$ cat config.mk
export PLATFORM = sky130hd
export DESIGN_NAME = lane_hit_judge
export DESIGN_NICKNAME = d
export VERILOG_FILES = /design/src/rtl/bnw_pkg.sv /design/src/rtl/lane_hit_judge_rise_edge.sv /design/src/rtl/lane_hit_judge.sv
export SDC_FILE = /design/constraint.sdc
export NUM_CORES = 1
export LEC_CHECK = 0
export ABC_AREA = 1
export CAP_MARGIN = 20
export CORE_ASPECT_RATIO = 1.5
export CORE_MARGIN = 10
export CORE_UTILIZATION = 50
export DETAILED_ROUTE_END_ITERATION = 10
export PLACE_DENSITY = 0.83
export RECOVER_POWER = 25
export REMOVE_ABC_BUFFERS = 1
export SLEW_MARGIN = 20
export SYNTH_ARGS = -nofsm -noshare
export SYNTH_HDL_FRONTEND = slang
export SYNTH_SLANG_ARGS = --single-unit
$ cat constraint.sdc
create_clock -name clk -period 2.99 [get_ports clk]
set_input_delay 0.299 -clock clk [delete_from_list [all_inputs] [get_ports clk]]
set_output_delay 0.299 -clock clk [all_outputs]
set_load 0.1 [all_outputs]
$ cat src/rtl/bnw_pkg.sv
// Shared constants and the judge state encoding for the block-and-key game lanes.
package bnw_pkg;

  localparam int unsigned H_W         = 10;
  localparam int unsigned COMBO_W     = 7;
  localparam int unsigned OFF_H       = 720;
  localparam int unsigned SPAWN_H     = 120;
  localparam int unsigned HIT_LO_DEF  = 600;
  localparam int unsigned HIT_HI_DEF  = 680;
  localparam int unsigned MISS_H_DEF  = 700;
  localparam int unsigned PERF_LO_DEF = 630;
  localparam int unsigned PERF_HI_DEF = 650;

  typedef enum logic [1:0] {
    IDLE   = 2'd0,
    ACTIVE = 2'd1,
    JUDGED = 2'd2
  } judge_state_e;

  function automatic logic in_range(input logic [H_W-1:0] h,
                                    input logic [H_W-1:0] lo,
                                    input logic [H_W-1:0] hi);
    return (h >= lo) && (h <= hi);
  endfunction

endpackage

$ cat src/rtl/lane_hit_judge_rise_edge.sv
// Rising-edge detector: registers a level and flags the cycle it goes high.
module rise_edge (
  input  logic clk,
  input  logic rst,
  input  logic sig_i,
  output logic rise_c_o
);

  logic sig_q;

  always_ff @(posedge clk) begin
    if (rst) sig_q <= 1'b0;
    else     sig_q <= sig_i;
  end

  assign rise_c_o = sig_i & ~sig_q;

endmodule

$ cat src/rtl/lane_hit_judge.sv
// Per-lane hit/miss judge with saturating score, combo and max combo.
// Define JUDGE_PERFECT_EN to add the double-point perfect window and its pulse output.
module lane_hit_judge
  import bnw_pkg::*;
#(
  parameter int unsigned HIT_LO  = HIT_LO_DEF,
  parameter int unsigned HIT_HI  = HIT_HI_DEF,
  parameter int unsigned MISS_H  = MISS_H_DEF,
  parameter int unsigned SCORE_W = 16
`ifdef JUDGE_PERFECT_EN
  ,
  parameter int unsigned PERF_LO = PERF_LO_DEF,
  parameter int unsigned PERF_HI = PERF_HI_DEF
`endif
) (
  input  logic               clk,
  input  logic               rst,
  input  logic               restart,
  input  logic               stop_or_endgame,
  input  logic [H_W-1:0]     block_h,
  input  logic               key_in,
  output logic               hit,
  output logic               miss,
  output logic [SCORE_W-1:0] score,
  output logic [COMBO_W-1:0] combo,
  output logic [COMBO_W-1:0] max_combo
`ifdef JUDGE_PERFECT_EN
  ,
  output logic               perfect
`endif
);

  localparam logic [H_W-1:0] HIT_LO_H = H_W'(HIT_LO);
  localparam logic [H_W-1:0] HIT_HI_H = H_W'(HIT_HI);
  localparam logic [H_W-1:0] MISS_H_H = H_W'(MISS_H);
  localparam logic [H_W-1:0] OFF_H_H  = H_W'(OFF_H);

  judge_state_e         state_q;
  logic [H_W-1:0]       prev_h_q;
  logic                 hit_q;
  logic                 miss_q;
  logic [SCORE_W-1:0]   score_q;
  logic [COMBO_W-1:0]   combo_q;
  logic [COMBO_W-1:0]   max_combo_q;

  logic                 rst_any_c;
  logic                 press_c;
  logic                 spawn_c;
  logic                 in_win_c;
  logic [1:0]           score_inc_c;
  logic [SCORE_W:0]     score_sum_c;
  logic [SCORE_W-1:0]   score_d;
  logic [COMBO_W-1:0]   combo_d;

  assign rst_any_c = rst | restart;

  rise_edge u_key_edge (
    .clk      (clk),
    .rst      (rst_any_c),
    .sig_i    (key_in),
    .rise_c_o (press_c)
  );

  // Previous height tracks even while paused so a pause cannot fake a spawn.
  always_ff @(posedge clk) begin
    if (rst_any_c) prev_h_q <= OFF_H_H;
    else           prev_h_q <= block_h;
  end

  assign spawn_c  = block_h < prev_h_q;
  assign in_win_c = in_range(block_h, HIT_LO_H, HIT_HI_H);

`ifdef JUDGE_PERFECT_EN
  localparam logic [H_W-1:0] PERF_LO_H = H_W'(PERF_LO);
  localparam logic [H_W-1:0] PERF_HI_H = H_W'(PERF_HI);
  logic in_perf_c;
  logic perfect_q;

  assign in_perf_c   = in_range(block_h, PERF_LO_H, PERF_HI_H);
  assign score_inc_c = in_perf_c ? 2'd2 : 2'd1;

  always_ff @(posedge clk) begin
    if (rst_any_c || stop_or_endgame) perfect_q <= 1'b0;
    else perfect_q <= (state_q == ACTIVE) && press_c && in_win_c && in_perf_c;
  end

  assign perfect = perfect_q;
`else
  assign score_inc_c = 2'd1;
`endif

  assign score_sum_c = (SCORE_W+1)'(score_q) + (SCORE_W+1)'(score_inc_c);
  assign score_d     = score_sum_c[SCORE_W] ? {SCORE_W{1'b1}} : score_sum_c[SCORE_W-1:0];
  // A re-spawn zeroes the combo before the new block's hit counts.
  assign combo_d     = spawn_c ? COMBO_W'(1) : ((&combo_q) ? combo_q : combo_q + COMBO_W'(1));

  always_ff @(posedge clk) begin
    if (rst_any_c) begin
      state_q     <= IDLE;
      hit_q       <= 1'b0;
      miss_q      <= 1'b0;
      score_q     <= '0;
      combo_q     <= '0;
      max_combo_q <= '0;
    end else if (stop_or_endgame) begin
      hit_q  <= 1'b0;
      miss_q <= 1'b0;
    end else begin
      hit_q  <= 1'b0;
      miss_q <= 1'b0;
      case (state_q)
        IDLE: begin
          if (spawn_c || (block_h < OFF_H_H)) state_q <= ACTIVE;
        end
        ACTIVE: begin
          if (spawn_c) begin
            miss_q  <= 1'b1;
            combo_q <= '0;
          end
          if (press_c) begin
            state_q <= JUDGED;
            if (in_win_c) begin
              hit_q   <= 1'b1;
              score_q <= score_d;
              combo_q <= combo_d;
              if (combo_d > max_combo_q) max_combo_q <= combo_d;
            end else begin
              miss_q  <= 1'b1;
              combo_q <= '0;
            end
          end else if (block_h >= MISS_H_H) begin
            state_q <= JUDGED;
            miss_q  <= 1'b1;
            combo_q <= '0;
          end
        end
        JUDGED: begin
          if (spawn_c)                   state_q <= ACTIVE;
          else if (block_h >= OFF_H_H)   state_q <= IDLE;
        end
        default: state_q <= IDLE;
      endcase
    end
  end

  assign hit       = hit_q;
  assign miss      = miss_q;
  assign score     = score_q;
  assign combo     = combo_q;
  assign max_combo = max_combo_q;

endmodule
# Word level (Yosys, flattened, before mapping)
# Cells that the tools add are included.
# classes
n_addsub,2
n_eq_ne,5
reduce_logical,11
n_bitwise,6
muxes,18
order_cmp,7
# ops
operator,n
$mux W7,6
$ge A10 B10 Y1 const B,3
$add A16 B1 Y17 const B,1
$mux W16,1
$le A10 B10 Y1 const B,1
$lt A10 B10 Y1,1
$lt A10 B10 Y1 const B,1
$mux W2,5
$reduce_and A4 Y1,2
$add A7 B1 Y7 const B,1
$gt A7 B7 Y1,1
$reduce_and A7 Y1,1
$ne A3 B3 Y1 const B,2
$pmux W2 S3,1
$mux W1,5
$reduce_and A5 Y1,1
$not A1 Y1,4
$reduce_or A4 Y1,1
$reduce_and A3 Y1,1
$reduce_bool A3 Y1,1
$reduce_or A3 Y1,1
$eq A2 B1 Y1 const B,1
$eq A2 B2 Y1 const B,1
$logic_not A2 Y1,1
5 further kinds,5
# totals
input_bits,15
out_inout_bits,32
register_bits,45

# Depth between registers and ports, before layout
# Gate-level depths: netlist of the first run.
# logic_depth
word_depth,5
depth_mapped,23
depth_no_buf,21

# Cells and area by module
# From an unflattened synthesis of the first run, not the netlist that was laid out.
# hier_totals
cells_unflattened,384
hier_area_um2,2737.6
# by_module_without_submodules
module,n_inst,cells_each,area_per_inst_um2
lane_hit_judge,1,380,2706.3
rise_edge,1,4,31.3

# Least setup slack after synthesis of the first run
# OpenSTA, ideal clock, no wires.
# synth_timing
kind,flip-flop to flip-flop
startpoint,"register combo_q[0], in the netlist combo[0]"
endpoint,"register max_combo_q[4], in the netlist max_combo[4]"
stages_incl_launch_ff,19
path_buffers,1
path_slack_ns,-0.337
setup_ns,0.117
arrival_time_ns,3.210
cell_sequence,dfxtp_1 ha_1 nand2_1 inv_2 nand4_4 nand3b_1 xnor2_1 nand2_1 inv_1 ha_1 nand2_1 inv_1 a221oi_1 o21ai_2 inv_1 nand2_2 buf_12 a21oi_2 nor2_2
# synth_between
elab_chain_len,5
word_cells_on_any_way,6
cone_classes,add/sub (1); order compare (1); mux (2); reduce/logical (2)
# synth_rtl
item,line,source
start: declaration,lane_hit_judge.sv:43,logic [COMBO_W-1:0] combo_q;
start signal: assignment,lane_hit_judge.sv:125,combo_q <= combo_d;
$add A7 B1 Y7 or $reduce_and A7 Y1 (tied branches),lane_hit_judge.sv:95,assign combo_d = spawn_c ? COMBO_W'(1) : ((&combo_q) ? combo_q : combo_q + COMBO_W'(1));
$mux W7 (*) (2 in series),lane_hit_judge.sv:95,
named net combo_d[5],lane_hit_judge.sv:53,logic [COMBO_W-1:0] combo_d;
$gt A7 B7 Y1 (*),lane_hit_judge.sv:126,if (combo_d > max_combo_q) max_combo_q <= combo_d;
$reduce_and A5 Y1 (no source line) (*),n/a,
end signal: assignment,lane_hit_judge.sv:126,
end: declaration,lane_hit_judge.sv:44,logic [COMBO_W-1:0] max_combo_q;
# Mark *: on every way through the listed nets, which the timed path passes. The rest lies on a longest branch.
# A chain may end at the register's enable or synchronous reset.

# Worst setup path in the final report of the first run
# layout_timing
startpoint,input port block_h[9]
endpoint,"register max_combo_q[2], in the netlist max_combo[2]"
# layout_between
elab_chain_len,4
word_cells_on_any_way,7
cone_classes,order compare (4); mux (1); reduce/logical (2)
# layout_rtl
item,line,source
start: declaration,lane_hit_judge.sv:20,"input logic [H_W-1:0] block_h,"
$lt A10 B10 Y1,lane_hit_judge.sv:70,assign spawn_c = block_h < prev_h_q;
$mux W7,lane_hit_judge.sv:95,
named net combo_d[4],lane_hit_judge.sv:53,
$gt A7 B7 Y1,lane_hit_judge.sv:126,
$reduce_and A5 Y1 (no source line),n/a,
# The timed path passes the listed nets, and every way through them passes these cells.

==> results.cfg, run 1 <==
[logic_synthesis]
yosysSeqAreaShare_pct = 32.8
synth.ff_latch_count = 45
ys_async_sr_fraction_pct = 0
yosys_most_used_dff = dfxtp_1
synthCells = 391
synth_edf_count = 0
ys_warn_count = 0
syn_area_um2 = 2750
synth.distinct_cells = 39
syn_avg_cell_area_um2 = 7.03

[worst_setup_path]
critPathCapture = max_combo[2]
r2r_end = max_combo[2]
path_common_cell = nand2_1
path_cells = clkdlybuf4s50_1, ha_1, a21o_1, nor2_1, nand3_2, buf_4, nand2_1, inv_1, ha_1, nand2_1, inv_1, nand4_1, nand2_2, inv_2, nand3_1, nand2_1, nor2_1
critical_path_class = primary input to flop
slowest_delay_ns = 0.43
r2r_cells = 17
arrival_ns = 2.92
r2r_start = combo[1]
cp.required_ns = 3.19
cp-startpoint = block_h[9]
reg2reg_slack_ns = 0.29
cp_slowest_cell = clkdlybuf4s50_1
cp-start-kind = primary input
cp-end-kind = flop
path_max_fanout = 14

[placement]
gp_routability_congestion = 0.930
dpl.cell_count = 518
place_ws_ns = -0.144
port-buffer-count = 46
dp_hpwl_um = 5430

[sta]
period_minus_slack_ns = 2.72
rsz0062_at_grt = no
setup_ws_ns = 0.268
tightest_slew_ns = 1.19
max_freq_mhz = 367
whs_ns = 0.476
fin_skew_ns = 0.00336
slew_headroom_pct = 21.1
period_share_pct = 91.0
hold_viol = 0
maxSlewViolCount = 0
setup_viol = 0

[route]
final_antenna_net_count = 0
dr_wl_met2_um = 3570
wl_per_cell_um = 12.7
vias = 2658
firstDrtPassIters = 4
drc = 0
avgViaCountPerCell = 5.05
maxUsedRoutingLayer = met4
drt_iter0_drc = 120
wl_met1_um = 2590
wl_met3_um = 293
drt_wl_total_um = 6670

[min_path]
hp-class = flop to flop

[floorplan]
die-height_um = 111
initial_core_util_pct = 50.8
dieArea_um2 = 8920
ios = 47
core_um2 = 5410
rows = 33
die_w_um = 80.5

[cells_and_area]
layout-drive-gt1-share_pct = 19.5
fillers = 526
fin_nets = 487
utilization_pct = 61.9
final_cell_mix = nand2_1 (85), inv_1 (55), dfxtp_1 (45), nor2_1 (41), buf_4 (40)
area_delta_synth_final_pct = 21.9
fin_cells = 526
antennaDiodeCount = 0
final_common_cell = nand2_1

[grt]
grt_max_degree = 18
grtUsageTotal_pct = 15.5
grt-ovfl-total = 0
grt_pass1_vias = 2664
grt_pass1_wl_um = 11600
antenna_found_initial = 0

[cts]
postCtsSetupBuffers = 0
clock_sinks = 45
cts_buffers = 5
cts_tree = done
clk_pin_slew_worst_paths_ns = 0.09
clock_path_buffers = 2
cts_root_buf = clkbuf_8
ctsHtreeMaxLevel = 2
clock_latency_ns = 0.30

[status]
status = finished clean

[power]
peakVddDrop_v = 0.000235
power_density_nw_per_um2 = 331
total_leakage_power_uw = 0.00146

[run]
maxCapViolCount = 0
==> per-stage QoR <==
stage	total power [µW]	TNS [ns]	area [µm²]
after floorplan	688	-2.42	2690
after global placement	740	-0.194	3300
after detailed placement	744	-0.869	3300
after CTS	1120	0	3380
after global routing	1160	0	3350
final	1110	0	3350
==> registers in the layout (all words and copies together) (netlist names) <==
| name | flops |
|---|---|
| score | 16 |
| miss | 1 |
| hit | 1 |
| u_key_edge.sig_q | 1 |
| combo | 7 |
| max_combo | 7 |
| state_q | 2 |
| prev_h_q | 10 |
==> cell type report <==
type	instances	area, µm²	share of cell area, %
Clock buffer	6	72.6	2.17
Inverter	65	245	7.32
Tap cell	70	87.6	2.61
Clock inverter	2	15.0	0.448
Multi-Input combinational cell	274	1550	46.3
Timing Repair Buffer	64	478	14.3
Sequential cell	45	901	26.9
==> synthesized netlist by cell type (6+ instances only) <==
master | number | area share (%)
dfxtp_1 | 45 | 33
a21oi_2 | 8 | 2.5
inv_1 | 55 | 7.5
nand3_1 | 21 | 3.8
nand2_2 | 7 | 1.6
nor3_1 | 6 | 1.1
nand2_1 | 85 | 12
nand4_1 | 6 | 1.4
inv_2 | 8 | 1.1
nor2_1 | 41 | 5.6
xor2_1 | 8 | 2.5
o21ai_1 | 9 | 1.6
a21oi_1 | 26 | 4.7
ha_1 | 17 | 7.7
==> where the power goes <==
| group | internal, µW | switching [µW] |
|---|---|---|
| combinational | 52.6 | 67.5 |
| sequential | 606 | 2.43 |
| clock | 165 | 214 |
| total | 823 | 284 |
==> worst min path at each step <==
stage / start / end / slack (ns) / cells past startpoint
3_5_place_dp: score[14] / score[14] / 0.46 / 2
6_report: score[14] / score[14] / 0.48 / 2
4_1_cts: score[14] / score[14] / 0.48 / 2
5_1_grt: score[14] / score[14] / 0.53 / 2
3_3_place_gp: score[14] / score[14] / 0.46 / 2
2_1_floorplan: block_h[6] / prev_h_q[6] / 0.40 / 2
==> kinds of logic (layout without fill, tap and decap cells) <==
logic type                 Yosys count  after routing  share of synthesized area [%]
AOI/OAI and AO/OA                   56             56                           12.1
xor gates and xnor gates            13             13                           4.14
adders and majority gates           17             17                           7.74
buffers and inverters               72            137                           11.0
DFF                                 45             45                           32.8
muxes                                1              1                          0.410
and+or+nand+nor                    187            187                           31.9
==> critical path, delay by kind of cell <==
family | cells | cell delay (ns)
AO/OA/AOI/OAI | 1 | 0.18
AND/OR/NAND/NOR | 9 | 0.88
buffers and inverters | 5 | 0.96
adder cells (fa/ha/maj) | 2 | 0.59
==> routing by layer <==
layer / track usage (%) / vias to the layer above
met5: 0 / -
met4: 5.78 / 0
met3: 4.14 / 19
met2: 28.5 / 58
met1: 15.6 / 1205
li1: - / 1376
==> timing repair <==
item | in CTS | in global routing
hold buffers | 0 | 0
endpoints found under the setup margin | 0 | 7
gates resized for setup | 0 | 1
Note: power is estimated with default switching activity, not from simulation.
==> run 2, diff against run 1 <==
- CORE_UTILIZATION: 50 -> 53
- PLACE_DENSITY: 0.83 -> 0.87
==> results.cfg, run 2 (synthesis gave the netlist of run 1 again) <==
[power]
peakVddDrop_v = 0.000216
p_total_uw = 1210
power_density_nw_per_um2 = 359
total_leakage_power_uw = 0.00146

[sta]
max_freq_mhz = 366
whs_ns = 0.474
tightest_slew_ns = 1.19
period_minus_slack_ns = 2.73
setup_tns_ns = 0
slew_headroom_pct = 21.1
period_share_pct = 91.4
fin_skew_ns = 0.00789
setup_viol = 0
rsz0062_at_grt = no
hold_viol = 0
maxSlewViolCount = 0

[cts]
cts_tree = done
clock_path_buffers = 2
postCtsSetupBuffers = 0
ctsHtreeMaxLevel = 2
cts_hold_buf = 0
cts_buffers = 5
clock_sinks = 45
cts_root_buf = clkbuf_8
clk_pin_slew_worst_paths_ns = 0.08
clock_latency_ns = 0.30

[cells_and_area]
fillers = 478
final_cell_mix = nand2_1 (85), inv_1 (55), dfxtp_1 (45), nor2_1 (41), buf_4 (31)
antennaDiodeCount = 0
regArea_um2 = 901
layout-drive-gt1-share_pct = 18.2
final_common_cell = nand2_1
final_area_um2 = 3380
utilization_pct = 66.4
area_delta_synth_final_pct = 22.8
multi_input_area_um2 = 1550
largest_register_ffs = 16
fin_nets = 487

[route]
drt_wl_total_um = 6970
drt_iter0_drc = 134
drc = 0
final_antenna_net_count = 0
avgViaCountPerCell = 5.15
wl_per_cell_um = 13.3
firstDrtPassIters = 4
vias = 2696

[grt]
grt_pass1_vias = 2631
grt-ovfl-total = 0
antenna_found_initial = 0
grt_max_degree = 22
grt_pass1_wl_um = 12000
grtUsageTotal_pct = 16.8

[floorplan]
rows = 32
initial_core_util_pct = 54.1
ios = 47
core_um2 = 5080
die-height_um = 108
die_w_um = 78.8
dieArea_um2 = 8530

[worst_setup_path]
r2r_cells = 18
r2r_start = combo[1]
cp.required_ns = 3.19
cp-end-kind = flop
r2r_end = max_combo[0]
reg2reg_slack_ns = 0.29
path_cells = clkdlybuf4s50_1, ha_1, nand2_1, inv_1, nand2_1, nand2_1, nand2_1, nand3_2, buf_4, nand2_1, inv_1, ha_1, nand2_1, buf_4, nor2_1, nand4_1, nand2_2, inv_2, nand3_1, nand2_1, nor2_1
slowest_delay_ns = 0.44
cp-start-kind = primary input
cp_slowest_cell = clkdlybuf4s50_1
arrival_ns = 2.93
path_max_fanout = 14
critical_path_class = primary input to flop
path_common_cell = nand2_1

[status]
status = finished clean

[run]
maxCapViolCount = 0

[placement]
dp_hpwl_um = 5660
gp_routability_congestion = 0.928
place_area_um2 = 3310
port-buffer-count = 46

[min_path]
hold_start = score[14]
hp-class = flop to flop
min_to = score[14]
hold_path_depth = 2
[run 2: changes by cell type in the layout (fill, tap and decap cells not counted), sizes merged]
cell / before / now
buf: 40 / 32
clkinvlp: 2 / 1
bufinv: 0 / 1
clkbuf: 16 / 22
clkdlybuf4s50: 13 / 15
[run 2: worst max-delay path by stage]
| stage | start | end | slack, ns | cells past startpoint |
|---|---|---|---|---|
| finish | block_h[5] | max_combo[0] | 0.26 | 21 |
| floorplan | combo[0] | max_combo[4] | -0.35 | 17 |
| global placement | block_h[9] | max_combo[6] | 0.03 | 17 |
| CTS | combo[1] | max_combo[0] | 0.23 | 18 |
| global route | block_h[5] | max_combo[0] | 0.02 | 21 |
| detailed placement | block_h[5] | max_combo[0] | -0.09 | 20 |
[run 2: cell type report]
type,count,area share (%)
clock buffers,6,2.45
inverters,65,7.26
repair buffers,64,14.0
multi-input cells,274,46.0
flip-flops and latches,45,26.7
clock inverters,2,1.11
well taps,68,2.52
[run 2: layer usage]
| metal | up-vias | wire length, µm | GRT usage [%] |
|---|---|---|---|
| met3 | 16 | 256 | 3.24 |
| met4 | 0 | 136 | 5.53 |
| li1 | 1378 | - | - |
| met2 | 57 | 3840 | 32.9 |
| met1 | 1245 | 2730 | 17.2 |
| met5 | - | 0 | 0 |
[run 2: what timing repair did]
item                       CTS  global route
setup endpoints to repair    0             6
hold endpoints to repair     0             0
gates resized for setup      0             2
[run 2: where the power goes]
group / switching (µW) / total [µW] / leakage (µW) / internal [µW]
Combinational: 69.2 / 122 / 0.00104 / 53.2
Sequential: 2.36 / 608 / 0.000364 / 606
Clock: 212 / 483 / 0.0000574 / 272
Total: 283 / 1210 / 0.00146 / 931
[run 2: critical path: cells and delay by family]
kind	cells	cell delay (ns)
buffers and inverters	6	1.05
AND/OR/NAND/NOR	13	0.95
adder cells (fa/ha/maj)	2	0.62
[run 2: per-stage QoR]
stage               setup WS [ns]  cells
finish                      0.258    524
global route               0.0172    524
CTS                         0.225    524
detailed placement        -0.0912    516
global placement           0.0254    516
floorplan                  -0.352    384
==> run 3, diff against run 2 <==
- SKIP_LAST_GASP: not set -> 1
==> results of run 3 <==
The final DEF is identical to that of run 2; final timing and power are the same.
